--- src/rtl/uart_tx_fifo.sv ---
// UART transmitter with a valid/ready input FIFO, runtime baud divisor,
// 5..9 data bits, optional even/odd parity and one or two stop bits.
module uart_tx_fifo #(
  parameter int DATA_W     = 8,
  parameter int FIFO_DEPTH = 4,
  parameter int DIV_W      = 16
) (
  input  logic                          clk,
  input  logic                          rst_n,
  input  logic [DIV_W-1:0]              baud_div,
  input  logic [1:0]                    parity_mode,
  input  logic                          stop2,
  input  logic [DATA_W-1:0]             in_data,
  input  logic                          in_valid,
  output logic                          in_ready,
  output logic                          tx,
  output logic                          busy,
  output logic                          tx_done,
  output logic [$clog2(FIFO_DEPTH):0]   fifo_cnt
);
  localparam int AW = $clog2(FIFO_DEPTH);
  localparam int CW = AW + 1;
  localparam logic [CW-1:0] FULL = CW'(FIFO_DEPTH);
  localparam logic [3:0]    LAST = 4'(DATA_W - 1);

  typedef enum logic [2:0] {IDLE, START, DATA, PARITY, STOP} state_t;

  logic [DATA_W-1:0] mem [FIFO_DEPTH];
  logic [AW-1:0]     wr_ptr, rd_ptr;
  logic              push, pop;

  state_t            state, state_n;
  logic [DATA_W-1:0] data_q, data_n;
  logic [DIV_W-1:0]  div_q, div_n, cnt, cnt_n;
  logic [3:0]        bitcnt, bit_n;
  logic              par_q, par_n, pen_q, pen_n, s2_q, s2_n, tx_n;
  logic              bit_end, start_frame;

  assign in_ready = (fifo_cnt != FULL);
  assign push     = in_valid && in_ready;
  assign busy     = (state != IDLE) || (fifo_cnt != '0);
  assign bit_end  = (cnt == '0);

  always_ff @(posedge clk or negedge rst_n) begin
    if (!rst_n) begin
      wr_ptr   <= '0;
      rd_ptr   <= '0;
      fifo_cnt <= '0;
    end else begin
      if (push) wr_ptr <= wr_ptr + 1'b1;
      if (pop)  rd_ptr <= rd_ptr + 1'b1;
      case ({push, pop})
        2'b10:   fifo_cnt <= fifo_cnt + 1'b1;
        2'b01:   fifo_cnt <= fifo_cnt - 1'b1;
        default: fifo_cnt <= fifo_cnt;
      endcase
    end
  end

  always_ff @(posedge clk) begin
    if (push) mem[wr_ptr] <= in_data;
  end

  // tx_n is the line level for the state being entered, so tx stays registered.
  always_comb begin
    state_n     = state;
    data_n      = data_q;
    div_n       = div_q;
    par_n       = par_q;
    pen_n       = pen_q;
    s2_n        = s2_q;
    bit_n       = bitcnt;
    tx_n        = tx;
    pop         = 1'b0;
    tx_done     = 1'b0;
    start_frame = 1'b0;
    cnt_n       = cnt - 1'b1;
    case (state)
      IDLE: begin
        cnt_n = '0;
        if (fifo_cnt != '0) start_frame = 1'b1;
      end
      START: if (bit_end) begin
        state_n = DATA;
        cnt_n   = div_q;
        bit_n   = '0;
        tx_n    = data_q[0];
      end
      DATA: if (bit_end) begin
        cnt_n = div_q;
        if (bitcnt == LAST) begin
          bit_n = '0;
          if (pen_q) begin
            state_n = PARITY;
            tx_n    = par_q;
          end else begin
            state_n = STOP;
            tx_n    = 1'b1;
          end
        end else begin
          bit_n  = bitcnt + 1'b1;
          data_n = data_q >> 1;
          tx_n   = data_q[1];
        end
      end
      PARITY: if (bit_end) begin
        state_n = STOP;
        cnt_n   = div_q;
        bit_n   = '0;
        tx_n    = 1'b1;
      end
      STOP: if (bit_end) begin
        if (s2_q && bitcnt == '0) begin
          bit_n = 4'd1;
          cnt_n = div_q;
        end else begin
          tx_done = 1'b1;
          if (fifo_cnt != '0) start_frame = 1'b1;
          else begin
            state_n = IDLE;
            tx_n    = 1'b1;
          end
        end
      end
      default: state_n = IDLE;
    endcase
    // Frame start also serves back-to-back frames straight out of STOP.
    if (start_frame) begin
      pop     = 1'b1;
      state_n = START;
      data_n  = mem[rd_ptr];
      par_n   = (^mem[rd_ptr]) ^ parity_mode[1];
      pen_n   = ^parity_mode;
      s2_n    = stop2;
      div_n   = baud_div;
      cnt_n   = baud_div;
      tx_n    = 1'b0;
    end
  end

  always_ff @(posedge clk or negedge rst_n) begin
    if (!rst_n) begin
      state  <= IDLE;
      data_q <= '0;
      div_q  <= '0;
      cnt    <= '0;
      bitcnt <= '0;
      par_q  <= 1'b0;
      pen_q  <= 1'b0;
      s2_q   <= 1'b0;
      tx     <= 1'b1;
    end else begin
      state  <= state_n;
      data_q <= data_n;
      div_q  <= div_n;
      cnt    <= cnt_n;
      bitcnt <= bit_n;
      par_q  <= par_n;
      pen_q  <= pen_n;
      s2_q   <= s2_n;
      tx     <= tx_n;
    end
  end
endmodule

--- config.mk ---
export PLATFORM = sky130hd
export DESIGN_NAME = uart_tx_fifo
export DESIGN_NICKNAME = d
export VERILOG_FILES = /design/src/rtl/uart_tx_fifo.sv
export SDC_FILE = /design/constraint.sdc
export NUM_CORES = 1
export LEC_CHECK = 0
export BUFFER_PORTS_ARGS = -buffer_cell sky130_fd_sc_hd__clkbuf_2
export CAP_MARGIN = 15
export CORE_UTILIZATION = 50
export DETAILED_ROUTE_END_ITERATION = 10
export GPL_ROUTABILITY_DRIVEN = 0
export MAX_ROUTING_LAYER = met4
export PLACE_DENSITY = 0.78
export SLEW_MARGIN = 20
export SYNTH_ARGS = -nofsm -noshare
export SYNTH_HDL_FRONTEND = slang
export SYNTH_SLANG_ARGS = --single-unit
--- constraint.sdc ---
create_clock -name clk -period 3.6 [get_ports clk]
set_input_delay 0.18 -clock clk [delete_from_list [all_inputs] [get_ports clk]]
set_output_delay 0.18 -clock clk [all_outputs]
set_load 0.01 [all_outputs]
==> flow_summary.ini <==
[run_status]
outcome = complete, no violations

[drt]
vias = 3100
drc = 0
wl_per_cell_um = 15.9
wl_um = 8760
drtIter0Drc = 172
dr.pass1.iters = 4
via_per_inst = 5.62
antenna_left = 0

[critical_path]
max_stage_delay_ns = 0.44
cp_data_arrival_time_ns = 3.44
worstReg2RegEnd = fifo_cnt[2]
cp-end-kind = register
critPathBufInv = 4
path_max_fanout = 8
r2r_setup_slack_ns = 0.45
critPathLaunchType = register
r2r-start = cnt[0]
rr_worst_depth = 14
critPathTopFamily = simple AND/OR/NAND/NOR gates
required_ns = 3.88
slowest_stage = dfrtp_1
crit_path_cell_trace = inv_1 > ha_1 > or2b_2 > nor4_4 > buf_4 > a31oi_1 > or2_1 > inv_6 > ha_1 > inv_1 > fa_1 > xor2_1 > nor2_1 > xor2_1
path_class = reg2reg

[power]
power_leakage_nw = 2.06
pwr-share-clk = 0.159
ir_worst_vdd_mv = 0.538
p_int_mw = 2.51
p_switching_mw = 1.73
p_sw_frac = 0.409
pwr-share-seq = 0.414
p_per_area_mw_per_mm2 = 865
comb_power_share = 0.428

[finish]
insertedDiodeCount = 0
fin_area_mm2 = 0.00489
nets = 481
drive_gt1_frac = 0.183
nFillCells = 723
syn2layout_area_growth_pct = 10.4

[synthesis]
ys_ff_latch = 90
synthTopCellsByArea = dfrtp_1 (32%), edfxtp_1 (22%), nand2_1 (6.6%)
synth_cell_type_count = 60
synth-main-ff-cell = dfrtp_1
synthesis.area_mm2 = 0.00443
synth_most_common_cell = nand2_1
ys_top_cells_by_count = nand2_1 (78), dfrtp_1 (57), nor2_1 (35)
synth_enable_flop_cells = 32
netlist_instances = 406
async_flop_share = 0.644
synth_nets = 445
yosysTopAreaCell = dfrtp_1
avgSynthCellArea_um2 = 10.9
yosysSeqAreaShare = 0.545
yosysWarnings = 0
synth_top_area_share = 0.322

[clock_tree]
clock_path_buffers = 2
cts-root-buf = clkbuf_8
cts.clk_slew.worst_paths_ns = 0.10
cts_max_level = 3
cts_setup_buffers = 0
cts_buffers = 9
cts_num_sinks = 90
insertion_delay_ns = 0.36
tritoncts = done

[placed_design]
portBuffers = 36
placed_area_mm2 = 0.00468
dp_hpwl_um = 6080
place_ws_ns = 0.514

[timing]
holdWs_ns = 0.0211
rsz0062_at_grt = no
finalSetupViolations = 0
hold_viol = 0
slew-limit-headroom = 0.474
tns_ns = 0
post-route-min-period_ns = 3.15
fin_ws_ns = 0.446
maxSlewViolCount = 0
fmax_mhz = 317
min_period_over_period = 0.876
worstMarginPinSlew_ns = 0.790
fin_skew_ns = 0.0116

[global_route]
grt.busiest_layer = met2
grt_use_total = 0.223
grt-ovfl-total = 0
grt_max_degree = 44
use_met1 = 0.293
use_met2 = 0.348
grt_pass1_vias = 3054
grtUsageMet3 = 0.0490
grt_antenna_before_repair = 0
grt_pass1_wl_um = 14900

[floorplan]
die_area_mm2 = 0.00924
pin_count = 37
initial_utilization = 0.529
fp.dieW_um = 96.1
num_rows = 33
die-height_um = 96.1
core_mm2 = 0.00838

[worst_hold_path]
whs_endpoint = div_q[4]
min_from = baud_div[4]
min_path_type = in2reg
hold_path_depth = 3

[job]
cap_violations = 0
[worst max-delay path by stage]
stage                     startpoint           to  slack (ns)  cells after the start
after CTS                     cnt[0]  fifo_cnt[2]        0.46                     14
after floorplan               cnt[0]  fifo_cnt[2]        0.43                     15
after detailed placement      cnt[0]  fifo_cnt[2]        0.51                     14
after global routing          cnt[0]  fifo_cnt[2]        0.27                     14
after global placement        cnt[0]  fifo_cnt[2]        0.63                     14
final                         cnt[0]  fifo_cnt[2]        0.45                     14
[per-stage QoR]
stage | power [mW] | std cells | util
floorplan | 3.18 | 406 | -
global placement | 3.49 | 534 | 0.558
detailed placement | 3.58 | 534 | 0.558
CTS | 4.26 | 552 | 0.584
global route | 4.59 | 552 | 0.584
finish | 4.24 | 552 | 0.584
[power by group through the flow]
stage / clock (mW) / sequential, mW / combinational, mW
finish: 0.672 / 1.75 / 1.81
floorplan: 0 / 1.65 / 1.54
global placement: 0 / 1.74 / 1.74
CTS: 0.692 / 1.75 / 1.82
global route: 0.728 / 1.81 / 2.05
detailed placement: 0 / 1.77 / 1.80
[sequential cells by signal (all words and copies together) (netlist names), 2 cells and up]
signal,count
state,3
div_q,16
wr_ptr,2
rd_ptr,2
mem,32
bitcnt,4
data_q,8
cnt,16
fifo_cnt,3
[cell families (layout without fill, tap and decap cells)]
group	count (synthesis)	after routing	share of synthesized area
buffers and inverters	33	74	0.0376
and+or+nand+nor	160	160	0.170
muxes	18	18	0.0632
adders and majority gates	9	9	0.0271
DFF	90	90	0.545
AOI/OAI and AO/OA	68	68	0.102
xor gates and xnor gates	28	28	0.0553
[placed cells by master (no fill, tap or decap), types with 2 or more instances in the layout]
master	instances
xnor2_1	14
a221oi_1	5
mux4_2	8
nor4_1	3
inv_6	2
clkbuf_2	36
buf_4	6
o21ai_0	16
clkbuf_8	9
mux2i_1	10
dfrtp_1	57
a21oi_1	17
or4_1	2
inv_1	13
ha_1	8
nor2_4	2
o211ai_1	5
edfxtp_1	32
o22ai_1	2
nor2_1	35
inv_8	2
clkinvlp_4	2
o32a_1	3
nor3_1	3
o21ai_1	4
nand2_1	78
or3_1	3
dlygate4sd3_1	2
xor2_1	14
nand3_1	13
or3_4	3
and3_1	6
[final cells by class]
cell class,instances,area (µm²),area share
clock inverter,7,71.3,0.0146
timing repair buffer,44,245,0.0501
clock buffer,9,124,0.0253
multi-input combinational,283,1850,0.378
inverter,14,57.6,0.0118
tap,105,131,0.0268
sequential,90,2410,0.493
[what timing repair did]
item                                   CTS  global route
endpoints found under the hold margin   31             0
hold buffers                             2             0
resized for setup                        0             0
[worst register-to-register path, delay by kind of cell (launching register included)]
kind	cells	cell delay (ns)
simple gates	4	1.03
fa+ha+maj	3	0.75
flops	1	0.44
buf+inv	4	0.43
xor+xnor	2	0.31
compound gates	1	0.12
[per-layer routing]
metal	wire length (µm)	share of wire
met5	0	0
met3	423	0.048
met2	4190	0.48
met1	4050	0.46
met4	96	0.011
(Power assumes the default switching activity.)
